$ cat src/rtl/options_digit_entry_pkg.sv
`default_nettype none
// ============================================================================
//  Module   : options_digit_entry_pkg
//  Purpose  : Shared types and constants for decimal digit entry / parsing.
//  Revision : 1.0  initial release
// ============================================================================
package options_digit_entry_pkg;

    typedef enum logic [2:0] {
        DE_IDLE    = 3'd0,
        DE_EDIT    = 3'd1,
        DE_CONVERT = 3'd2,
        DE_CLAMP   = 3'd3,
        DE_DONE    = 3'd4
    } DIGIT_ENTRY_STATE;

    // One BCD digit; a digit buffer is a packed array of these, index 0 = LSD.
    typedef logic [3:0] bcd_t;

    localparam logic [3:0] DIGIT_MAX = 4'd9;

endpackage
`default_nettype wire

$ cat src/rtl/options_digit_entry_if.sv
`default_nettype none
// ============================================================================
//  Module   : options_digit_entry_if
//  Purpose  : Key-entry and result bundle between the options menu and the
//             digit-entry block.
//  Revision : 1.0  initial release
// ============================================================================
interface options_digit_entry_if #(
    parameter int W_OUT      = 8,
    parameter int MAX_DIGITS = 2
);
    import options_digit_entry_pkg::*;

    logic                               start;
    logic                               digit_valid;
    logic [3:0]                         digit;
    logic                               backspace;
    logic                               commit;
    logic                               cancel;
    logic [W_OUT-1:0]                   min_value;
    logic [W_OUT-1:0]                   max_value;
    logic                               busy;
    logic                               editing;
    bcd_t [MAX_DIGITS-1:0]              digits_out;
    logic [$clog2(MAX_DIGITS+1)-1:0]    digit_count;
    logic [W_OUT-1:0]                   result;
    logic                               result_valid;
    logic                               cancelled;

    modport master (
        output start, digit_valid, digit, backspace, commit, cancel,
               min_value, max_value,
        input  busy, editing, digits_out, digit_count, result,
               result_valid, cancelled
    );

    modport slave (
        input  start, digit_valid, digit, backspace, commit, cancel,
               min_value, max_value,
        output busy, editing, digits_out, digit_count, result,
               result_valid, cancelled
    );
endinterface
`default_nettype wire

$ cat src/rtl/options_digit_entry_mul10_add.sv
`default_nettype none
// ============================================================================
//  Module   : mul10_add
//  Purpose  : One Horner step of decimal parsing: o_sum = i_acc*10 + i_digit,
//             with a flag when the true value no longer fits W_CHK bits.
//  Revision : 1.0  initial release
// ============================================================================
module mul10_add #(
    parameter int W_ACC = 12,
    parameter int W_CHK = 8
) (
    input  wire logic [W_ACC-1:0] i_acc,
    input  wire logic [3:0]       i_digit,
    output logic      [W_ACC-1:0] o_sum,
    output logic                  o_overflow
);
    localparam int c_FULL_W = W_ACC + 4;

    logic [c_FULL_W-1:0] w_acc_ext;
    logic [c_FULL_W-1:0] w_full;

    // Full-width sum so the overflow test sees bits a W_ACC result would drop.
    assign w_acc_ext  = c_FULL_W'(i_acc);
    assign w_full     = (w_acc_ext << 3) + (w_acc_ext << 1) + c_FULL_W'(i_digit);
    assign o_sum      = w_full[W_ACC-1:0];
    assign o_overflow = |w_full[c_FULL_W-1:W_CHK];

endmodule
`default_nettype wire

$ cat src/rtl/options_digit_entry.sv
`default_nettype none
// ============================================================================
//  Module   : options_digit_entry
//  Purpose  : Collects decimal key entry, converts it MSD-first to binary and
//             returns the value clamped to [min_value, max_value].
//  Revision : 1.0  initial release
// ============================================================================
module options_digit_entry
    import options_digit_entry_pkg::*;
#(
    parameter int W_OUT      = 8,
    parameter int MAX_DIGITS = 2
) (
    input  wire logic              clk,
    input  wire logic              reset,
    options_digit_entry_if.slave   bus
);
    localparam int c_CNT_W = $clog2(MAX_DIGITS + 1);
    localparam int c_IDX_W = (MAX_DIGITS > 1) ? $clog2(MAX_DIGITS) : 1;
    localparam int c_ACC_W = W_OUT + 4;

    localparam logic [c_CNT_W-1:0] c_CNT_FULL = c_CNT_W'(MAX_DIGITS);

    localparam logic [2:0] c_ST_IDLE    = 3'(DE_IDLE);
    localparam logic [2:0] c_ST_EDIT    = 3'(DE_EDIT);
    localparam logic [2:0] c_ST_CONVERT = 3'(DE_CONVERT);
    localparam logic [2:0] c_ST_CLAMP   = 3'(DE_CLAMP);
    localparam logic [2:0] c_ST_DONE    = 3'(DE_DONE);

    logic [2:0]              r_state;
    bcd_t [MAX_DIGITS-1:0]   r_digits;
    logic [c_CNT_W-1:0]      r_count;
    logic [c_IDX_W-1:0]      r_index;
    logic [c_ACC_W-1:0]      r_acc;
    logic                    r_sat;
    logic [W_OUT-1:0]        r_min;
    logic [W_OUT-1:0]        r_max;
    logic [W_OUT-1:0]        r_result;
    logic                    r_cancelled;

    bcd_t [MAX_DIGITS-1:0]   w_digits_shl;
    bcd_t [MAX_DIGITS-1:0]   w_digits_shr;
    logic [c_ACC_W-1:0]      w_step_sum;
    logic                    w_step_ovf;
    logic [W_OUT-1:0]        w_clamped;
    logic                    w_digit_ok;

    mul10_add #(
        .W_ACC (c_ACC_W),
        .W_CHK (W_OUT)
    ) u_mul10_add (
        .i_acc      (r_acc),
        .i_digit    (r_digits[r_index]),
        .o_sum      (w_step_sum),
        .o_overflow (w_step_ovf)
    );

    // Shift-in of a new LSD and backspace removal of the LSD.
    always_comb begin
        w_digits_shl    = '0;
        w_digits_shr    = '0;
        w_digits_shl[0] = bus.digit;
        for (int i = 1; i < MAX_DIGITS; i++) begin
            w_digits_shl[i] = r_digits[i-1];
        end
        for (int i = 0; i < MAX_DIGITS - 1; i++) begin
            w_digits_shr[i] = r_digits[i+1];
        end
    end

    // An inverted range collapses to min; saturation always reports max.
    always_comb begin
        w_clamped = r_acc[W_OUT-1:0];
        if (r_min > r_max) begin
            w_clamped = r_min;
        end else if (r_sat || (r_acc > c_ACC_W'(r_max))) begin
            w_clamped = r_max;
        end else if (r_acc < c_ACC_W'(r_min)) begin
            w_clamped = r_min;
        end
    end

    assign w_digit_ok = (bus.digit <= DIGIT_MAX) && (r_count < c_CNT_FULL);

    always_ff @(posedge clk or posedge reset) begin
        if (reset) begin
            r_state     <= c_ST_IDLE;
            r_digits    <= '0;
            r_count     <= '0;
            r_index     <= '0;
            r_acc       <= '0;
            r_sat       <= 1'b0;
            r_min       <= '0;
            r_max       <= '0;
            r_result    <= '0;
            r_cancelled <= 1'b0;
        end else begin
            r_cancelled <= 1'b0;
            case (r_state)
                c_ST_IDLE: begin
                    if (bus.start) begin
                        r_digits <= '0;
                        r_count  <= '0;
                        r_state  <= c_ST_EDIT;
                    end
                end
                c_ST_EDIT: begin
                    if (bus.cancel) begin
                        r_cancelled <= 1'b1;
                        r_state     <= c_ST_IDLE;
                    end else if (bus.commit) begin
                        r_min   <= bus.min_value;
                        r_max   <= bus.max_value;
                        r_acc   <= '0;
                        r_sat   <= 1'b0;
                        r_index <= c_IDX_W'(r_count - 1'b1);
                        r_state <= (r_count == '0) ? c_ST_CLAMP : c_ST_CONVERT;
                    end else if (bus.start) begin
                        r_digits <= '0;
                        r_count  <= '0;
                    end else if (bus.backspace) begin
                        if (r_count != '0) begin
                            r_digits <= w_digits_shr;
                            r_count  <= r_count - 1'b1;
                        end
                    end else if (bus.digit_valid && w_digit_ok) begin
                        r_digits <= w_digits_shl;
                        r_count  <= r_count + 1'b1;
                    end
                end
                c_ST_CONVERT: begin
                    r_acc <= w_step_sum;
                    r_sat <= r_sat | w_step_ovf;
                    if (r_index == '0) begin
                        r_state <= c_ST_CLAMP;
                    end else begin
                        r_index <= r_index - 1'b1;
                    end
                end
                c_ST_CLAMP: begin
                    r_result <= w_clamped;
                    r_state  <= c_ST_DONE;
                end
                c_ST_DONE: begin
                    r_state <= c_ST_IDLE;
                end
                default: begin
                    r_state <= c_ST_IDLE;
                end
            endcase
        end
    end

    assign bus.busy         = (r_state != c_ST_IDLE);
    assign bus.editing      = (r_state == c_ST_EDIT);
    assign bus.digits_out   = r_digits;
    assign bus.digit_count  = r_count;
    assign bus.result       = r_result;
    assign bus.result_valid = (r_state == c_ST_DONE);
    assign bus.cancelled    = r_cancelled;

endmodule
`default_nettype wire

$ cat src/flat_wrapper.sv
// flat-port wrapper written by rule: the top's interface ports become plain ports
module options_digit_entry_flat import options_digit_entry_pkg::*;
#(
    parameter int W_OUT      = 8,
    parameter int MAX_DIGITS = 2
)
  (clk, reset, bus_start, bus_digit_valid, bus_digit, bus_backspace, bus_commit, bus_cancel, bus_min_value, bus_max_value, bus_busy, bus_editing, bus_digits_out, bus_digit_count, bus_result, bus_result_valid, bus_cancelled);
  options_digit_entry_if #(.W_OUT(W_OUT), .MAX_DIGITS(MAX_DIGITS)) bus_i ();
  input  wire logic clk;
  input  wire logic reset;
  input wire logic [$bits(bus_i.start)-1:0] bus_start;
  input wire logic [$bits(bus_i.digit_valid)-1:0] bus_digit_valid;
  input wire logic [$bits(bus_i.digit)-1:0] bus_digit;
  input wire logic [$bits(bus_i.backspace)-1:0] bus_backspace;
  input wire logic [$bits(bus_i.commit)-1:0] bus_commit;
  input wire logic [$bits(bus_i.cancel)-1:0] bus_cancel;
  input wire logic [$bits(bus_i.min_value)-1:0] bus_min_value;
  input wire logic [$bits(bus_i.max_value)-1:0] bus_max_value;
  output wire logic [$bits(bus_i.busy)-1:0] bus_busy;
  output wire logic [$bits(bus_i.editing)-1:0] bus_editing;
  output wire logic [$bits(bus_i.digits_out)-1:0] bus_digits_out;
  output wire logic [$bits(bus_i.digit_count)-1:0] bus_digit_count;
  output wire logic [$bits(bus_i.result)-1:0] bus_result;
  output wire logic [$bits(bus_i.result_valid)-1:0] bus_result_valid;
  output wire logic [$bits(bus_i.cancelled)-1:0] bus_cancelled;
  assign bus_i.start = bus_start;
  assign bus_i.digit_valid = bus_digit_valid;
  assign bus_i.digit = bus_digit;
  assign bus_i.backspace = bus_backspace;
  assign bus_i.commit = bus_commit;
  assign bus_i.cancel = bus_cancel;
  assign bus_i.min_value = bus_min_value;
  assign bus_i.max_value = bus_max_value;
  assign bus_busy = bus_i.busy;
  assign bus_editing = bus_i.editing;
  assign bus_digits_out = bus_i.digits_out;
  assign bus_digit_count = bus_i.digit_count;
  assign bus_result = bus_i.result;
  assign bus_result_valid = bus_i.result_valid;
  assign bus_cancelled = bus_i.cancelled;
  options_digit_entry #(.W_OUT(W_OUT), .MAX_DIGITS(MAX_DIGITS)) u_core (.clk(clk), .reset(reset), .bus(bus_i));
endmodule
$ cat config.mk
export PLATFORM = sky130hd
export DESIGN_NAME = options_digit_entry_flat
export DESIGN_NICKNAME = d
export VERILOG_FILES = /design/src/rtl/options_digit_entry_pkg.sv /design/src/rtl/options_digit_entry_if.sv /design/src/rtl/options_digit_entry_mul10_add.sv /design/src/rtl/options_digit_entry.sv /design/src/flat_wrapper.sv
export SDC_FILE = /design/constraint.sdc
export NUM_CORES = 1
export LEC_CHECK = 0
export CORE_UTILIZATION = 30
export CTS_CLUSTER_DIAMETER = 100
export DETAILED_ROUTE_END_ITERATION = 12
export HOLD_SLACK_MARGIN = 0.06
export MAX_ROUTING_LAYER = met4
export PLACE_DENSITY = 0.57
export SLEW_MARGIN = 20
export SYNTH_ARGS = -nofsm -noshare
export SYNTH_HDL_FRONTEND = slang
export SYNTH_SLANG_ARGS = --single-unit
$ cat constraint.sdc
create_clock -name clk -period 3.2 [get_ports clk]
set_clock_uncertainty 0.2 [all_clocks]
set_input_delay 0.64 -clock clk [delete_from_list [all_inputs] [get_ports clk]]
set_output_delay 0.64 -clock clk [all_outputs]
set_load 0.005 [all_outputs]
==> impl_metrics.csv, run 1 <==
group,metric,value,unit
detailed_routing,dr_total_vias,3035,
pwr,p_leak,2.23,nW
clock_network,cts_tree,"done",
yosys,synth_async_sr_flop_share,100,%
setup_path,timing.critical_path.fanout_max,3,
yosys,yosysSeqAreaShare,35.0,%
sta,finalWorstSetupSlack,0.0875,ns
yosys,synth_fa_ha_area_share,16.9,%
yosys,synthesis.instances,380,
sta,final.period_utilization,97.3,%
yosys,netlist.area_leader.share,35.0,%
sta,fmax,321,MHz
detailed_routing,detail_route.drc_violations,0,
detailed_routing,wl_per_cell,14.5,um
yosys,synth_fp_nets,456,
global_routing,vias_in_the_first_global_route,3044,
yosys,post_synth_num_cell_types,50,
floorplanning,vertical_extent_of_the_die,113,um
global_routing,maximum_number_of_pins_on_one_net_before_global_route_repair,53,
global_routing,grt_pass1_wl,15.0,mm
sta,hold_viol_final,0,
yosys,yosysWarnings,0,
cells_and_area,syn_to_final_growth,26.9,%
clock_network,h_tree_level_count,2,
clock_network,numCtsBuffers,5,
detailed_routing,drt-initial-drc-count,164,
pwr,p_per_area,906,nW/um^2
detailed_routing,post_drt_via_cell_ratio,4.99,
yosys,syn_area,3710,um^2
clock_network,path_clk_slew,0.07,ns
sta,period_minus_slack,3.11,ns
floorplanning,io_pins,49,
place,detailedPlacementHpwl,6.88,mm
sta,worst_slew_margin_rel,69.6,%
sta,setup_failing_eps_final,0,
cells_and_area,final-instance-count-excl-fill,608,
detailed_routing,drt_pass1_iterations,4,
clock_network,clockRootBuffer,"sky130_fd_sc_hd__clkbuf_16",
cells_and_area,final_layout_size_suffix_gt1_share,13.9,%
flow_run,max_cap_violations,0,
global_routing,grt-ovfl-total,0,
setup_path,end_kind,"register",
sta,fin_worst_hold_slack,0.310,ns
floorplanning,initial_core_util,30.8,%
detailed_routing,routed_wire_length,8.84,mm
yosys,xor_xnor_cell_area_share_of_the_yosys_netlist,2.12,%
yosys,netlist.top_cell.by_area,"sky130_fd_sc_hd__dfrtp_1",
detailed_routing,drtAntennaViolNets,0,
place,placedCellCount,598,
global_routing,overall_fraction_of_global_route_tracks_in_use,14.8,%
yosys,yosys_register_bits,52,
yosys,synth_top_family_by_area,"compound AO/OA/AOI/OAI gates",
pwr,finalPower,0.00427,W
setup_path,critical_path_required,3.17,ns
floorplanning,die_w,113,um
cells_and_area,nNetsFinal,515,
cells_and_area,num_antenna_cells,0,
yosys,number_of_flops_mapped_to_enable_cells_by_yosys,0,
clock_network,tritoncts_num_sinks,52,
yosys,muxShareOfSynthArea,10.4,%
status,status,"complete, no violations",
pwr,worst_ir_drop_vdd,0.357,mV
place,gp_congestion,0.813,
yosys,synth-compound-area-share,18.1,%
setup_path,arrival,3.08,ns
setup_path,startpoint_type,"register",
cells_and_area,layout.core_utilization,39.1,%
sta,worst-slew-pin-transition,0.445,ns
place,numPortBuffers,48,
yosys,syn-mean-instance-area,9.77,um^2
worst_hold_path,timing.hold.worst.class,"reg -> reg",
floorplanning,die_area,12800,um^2
floorplanning,fp_rows,40,
yosys,ranking_of_synthesized_cells_by_area,"sky130_fd_sc_hd__dfrtp_1 (35%), sky130_fd_sc_hd__ha_1 (16%), sky130_fd_sc_hd__mux2_2 (6.7%)",
yosys,synthFlopType,"sky130_fd_sc_hd__dfrtp_1",
clock_network,clk_path_buf_depth,2,
clock_network,worst_skew_pair.late_latency,0.29,ns
sta,rsz_0062_raised_after_global_routing,"yes",
sta,final_max_slew_viol_count,0,
global_routing,number_of_antenna_violations_at_the_first_check_in_global_routing,0,
place,place_ws,0.00933,ns
yosys,post_synth_and_or_nand_nor_area_fraction,12.6,%
floorplanning,placeableCoreArea,12100,um^2
setup_path,worst_setup_path_type,"reg -> reg",
-- per-stage QoR --
step                setup TNS (ns)  area, um^2
floorplan                        0        3710
global placement                 0        4490
detailed placement               0        4490
CTS                              0        4680
global route               -0.0477        4710
finish                           0        4710
-- layout make-up --
class / instances / area (um^2)
inverter: 34 / 128
tap: 168 / 210
multi-input combinational: 281 / 2260
clock inverter: 2 / 38.8
fill: 1190 / 7350
sequential: 52 / 1300
timing repair buffer: 65 / 633
clock buffer: 6 / 139
-- routing by layer --
layer  global-route usage (%)  vias up  wire length, um
li1                         -     1509                -
met4                     3.86        0              103
met2                     25.0       55             4400
met3                     1.87       10              219
met5                        -        -                0
met1                     18.7     1461             4110
-- cell usage in the layout, fill, tap and decap left out, drive strengths merged, types with 4 or more instances in the layout --
cell           synthesis  routed
buf                    3      17
nand2                 21      21
mux2                  22      22
and2                   9       9
nor2b                  6       6
inv                   34      34
o221ai                 8       8
a21o                   6       6
o21a                   4       4
clkbuf                10       6
a31oi                 11      11
dfrtp                 52      52
or3                    4       4
xnor2                  6       6
nor2                  19      19
a21oi                 14      14
nand2b                 5       5
ha                    47      47
nand4                  8       8
o22ai                  4       4
mux2i                 14      14
o211ai                 6       6
nand3                  7       7
clkdlybuf4s50          0      48
o21ai                 26      26
-- cells by family after synthesis --
group           after synthesis
compound gates               97
simple gates                 90
flops                        52
fa+ha+maj                    49
buf+inv                      47
mux                          36
xor+xnor                      9
-- worst max-delay path, stage by stage, from the launching register on --
cell and delay, ns:
sky130_fd_sc_hd__dfrtp_1 0.41, sky130_fd_sc_hd__mux2i_1 0.15, sky130_fd_sc_hd__fa_1 0.58, sky130_fd_sc_hd__inv_1 0.06, sky130_fd_sc_hd__ha_1 0.30, sky130_fd_sc_hd__a21oi_2 0.18
sky130_fd_sc_hd__o211ai_1 0.12, sky130_fd_sc_hd__or4_1 0.41, sky130_fd_sc_hd__nand4_1 0.14, sky130_fd_sc_hd__o2111ai_2 0.12, sky130_fd_sc_hd__nor4_2 0.22, sky130_fd_sc_hd__a21oi_1 0.09
-- worst paths after layout --
| path | startpoint | endpoint | slack [ns] | cells after the start |
|---|---|---|---|---|
| worst max-delay path | u_core.r_index | u_core.r_sat | 0.09 | 11 |
| worst min-delay path | u_core.r_max[1] | u_core.r_max[1] | 0.31 | 1 |
| worst max register to register | u_core.r_index | u_core.r_sat | 0.09 | 11 |
| worst min register to register | u_core.r_max[1] | u_core.r_max[1] | 0.31 | 1 |
| max in group asynchronous | reset | u_core.bus.result[6] | 2.05 | 3 |
| min in group asynchronous | reset | u_core.bus.digit_count[1] | 0.51 | 3 |
-- where the power goes --
group	switching (W)	internal [W]
logic	0.00124	0.00121
registers	0.000272	0.000906
clock network	0.000245	0.000392
total	0.00176	0.00251
-- cells in the mapped netlist, drive strengths merged (4+ instances only) --
master,number
mux2,22
clkbuf,10
o211ai,6
dfrtp,52
inv,34
a21oi,14
ha,47
nand4,8
o21a,4
nor2b,6
nand2b,5
nand2,21
o221ai,8
a31oi,11
mux2i,14
and2,9
o22ai,4
nor2,19
o21ai,26
nand3,7
xnor2,6
a21o,6
or3,4
-- sequential cells by signal, summed over array words and instances (netlist names) --
register and cells:
u_core.bus.digit_count 2, u_core.bus.digits_out 8, u_core.bus.result 8, u_core.r_state 3
u_core.r_sat 1, u_core.bus.cancelled 1, u_core.r_min 8, u_core.r_acc 12
u_core.r_index 1, u_core.r_max 8
-- timing repair --
item                                    CTS  global route
endpoints found under the setup margin    1             1
pin swaps                                 0             4
setup buffers                             1             1
gates resized for setup                   0             6
hold buffers                              0             0
(Power assumes the default switching activity.)
==> run 2: changes to the inputs <==
Settings changed: GPL_TIMING_DRIVEN set to 0, PLACE_DENSITY 0.57 to 0.56, SLEW_MARGIN 20 to 10.
Clock period 3.2 ns to 2.9 ns, I/O delays scaled along.
==> impl_metrics.csv, run 2 (synthesis results as in run 1) <==
group,metric,value,unit
status,status,"finished, violations left",
status,failed_checks,"negative setup slack",
place,detailedPlacementHpwl,6.78,mm
floorplanning,die_w,113,um
global_routing,grt-ovfl-total,0,
sta,final.period_utilization,111,%
sta,rsz_0062_raised_after_global_routing,"yes",
cells_and_area,largest_reg_by_ff_count,"u_core.r_acc",
detailed_routing,wl_per_cell,14.4,um
sta,fin_worst_hold_slack,0.309,ns
detailed_routing,drtAntennaViolNets,0,
sta,fin_setup_tns,-0.331,ns
place,post_dp_cell_area,4430,um^2
flow_run,max_cap_violations,0,
floorplanning,fp_rows,40,
clock_network,h_tree_level_count,2,
pwr,p_per_area,1010,nW/um^2
sta,final_max_slew_viol_count,0,
clock_network,clk_path_buf_depth,2,
worst_hold_path,timing.hold.worst.class,"reg -> reg",
global_routing,grt_pass1_wl,15.0,mm
place,placedCellCount,596,
pwr,p_leak,2.20,nW
global_routing,number_of_antenna_violations_at_the_first_check_in_global_routing,0,
clock_network,tritoncts_num_sinks,52,
cells_and_area,nNetsFinal,517,
setup_path,arrival,3.20,ns
setup_path,critical_path_required,2.87,ns
global_routing,maximum_number_of_pins_on_one_net_before_global_route_repair,30,
sta,worst-slew-pin-transition,0.677,ns
cells_and_area,fillCellCount,1210,
pwr,worst_ir_drop_vdd,0.448,mV
floorplanning,placeableCoreArea,12100,um^2
floorplanning,initial_core_util,30.8,%
setup_path,crit_slowest_cell,"sky130_fd_sc_hd__or4_1",
clock_network,clockRootBuffer,"sky130_fd_sc_hd__clkbuf_16",
cells_and_area,num_antenna_cells,0,
sta,worst_slew_margin_rel,54.9,%
clock_network,worst_skew_pair.late_latency,0.29,ns
cells_and_area,largest_register_ffs,12,
cells_and_area,final_layout_size_suffix_gt1_share,14.3,%
detailed_routing,drt-initial-drc-count,131,
detailed_routing,met1_length,3.93,mm
setup_path,timing.critical_path.cells,"mux2i_2, fa_2, inv_2, ha_4, a21oi_4, o211ai_1, or4_1, nand4_1, o2111ai_2, nor4_2, a21oi_1",
floorplanning,vertical_extent_of_the_die,113,um
detailed_routing,routed_wire_length,8.81,mm
setup_path,timing.critical_path.fanout_max,4,
setup_path,worst_setup_path_type,"reg -> reg",
global_routing,vias_in_the_first_global_route,3056,
cells_and_area,most_common_library_cell_in_the_layout_ignoring_fill_and_taps,"sky130_fd_sc_hd__dfrtp_1",
cells_and_area,final_cell_mix,"sky130_fd_sc_hd__dfrtp_1 (51), sky130_fd_sc_hd__clkdlybuf4s50_1 (47), sky130_fd_sc_hd__ha_1 (44)",
sta,setup_failing_eps_final,1,
sta,hold_viol_final,0,
sta,period_minus_slack,3.23,ns
clock_network,cts_tree,"done",
global_routing,overall_fraction_of_global_route_tracks_in_use,15.1,%
detailed_routing,wl_met3,308,um
sta,fmax,310,MHz
clock_network,numCtsBuffers,5,
detailed_routing,dr_total_vias,3028,
setup_path,startpoint_type,"register",
detailed_routing,post_drt_via_cell_ratio,4.96,
floorplanning,die_area,12800,um^2
detailed_routing,detail_route.drc_violations,0,
cells_and_area,syn_to_final_growth,28.3,%
detailed_routing,drt_pass1_iterations,4,
setup_path,end_kind,"register",
cells_and_area,final-instance-count-excl-fill,610,
place,gp_congestion,0.779,
clock_network,path_clk_slew,0.07,ns
place,numPortBuffers,47,
cells_and_area,post_layout_instance_area,4760,um^2
floorplanning,io_pins,49,
sta,finalWorstSetupSlack,-0.331,ns
setup_path,critical-path-max-stage-delay,0.53,ns
detailed_routing,top_signal_layer_used,"met4",
detailed_routing,met2RoutedLength,4.40,mm
## run 2: per-layer routing
layer,vias to the layer above,global-route usage [%]
met1,1451,18.2
met3,14,2.25
met5,-,-
met2,53,25.2
li1,1510,-
met4,0,5.79
## run 2: path summary, 6_finish.rpt
kind                            startpoint                   endpoint  slack [ns]  depth (start not counted)
max                         u_core.r_index               u_core.r_sat       -0.33                         11
min                        u_core.r_max[6]            u_core.r_max[6]        0.31                          1
min reg2reg                u_core.r_max[6]            u_core.r_max[6]        0.31                          1
min in group asynchronous            reset  u_core.bus.digit_count[1]        0.50                          2
max in group asynchronous            reset             u_core.r_index        1.46                          3
max reg2reg                 u_core.r_index               u_core.r_sat       -0.33                         11
## run 2: metrics by stage
stage                     util (%)  power (W)  setup slack (ns)
after CTS                     38.4    0.00465            -0.412
after floorplan                  -    0.00310            -0.140
after global placement        36.5    0.00381            -0.488
after detailed placement      36.7    0.00389            -0.532
after global routing          39.5    0.00528            -0.510
final                         39.5    0.00481            -0.331
## run 2: worst max-delay path: cells and delay by family (launching register included)
family	cells	cell delay (ns)
simple gates	3	0.92
fa+ha+maj	2	0.69
compound gates	4	0.53
flops	1	0.42
mux	1	0.26
buf+inv	1	0.08
## run 2: power by group
group          internal, W  switching [W]  total, W
logic              0.00140        0.00143   0.00282
clock network     0.000410       0.000272  0.000682
registers          0.00100       0.000306   0.00131
## run 2: cell type report
cell class | count | area [um^2] | area share [%]
Inverter | 34 | 128 | 2.68
Clock buffer | 5 | 125 | 2.63
Clock inverter | 3 | 46.3 | 0.972
Sequential cell | 52 | 1300 | 27.3
Multi-Input combinational cell | 281 | 2340 | 49.1
Buffer | 12 | 47.5 | 0.998
Timing Repair Buffer | 55 | 563 | 11.8
Tap cell | 168 | 210 | 4.41
## run 2: what timing repair did
action                                  in CTS  in global routing
endpoints found under the setup margin       3                 12
hold buffers                                 0                  0
pin swaps                                    6                 15
resized for setup                            6                 15
buffers inserted                             2                  5
==> run 3: changes to the inputs <==
Settings changed: GPL_ROUTABILITY_DRIVEN set to 0.
==> results of run 3 <==
Final layout, timing and power as in run 2 (identical DEF).
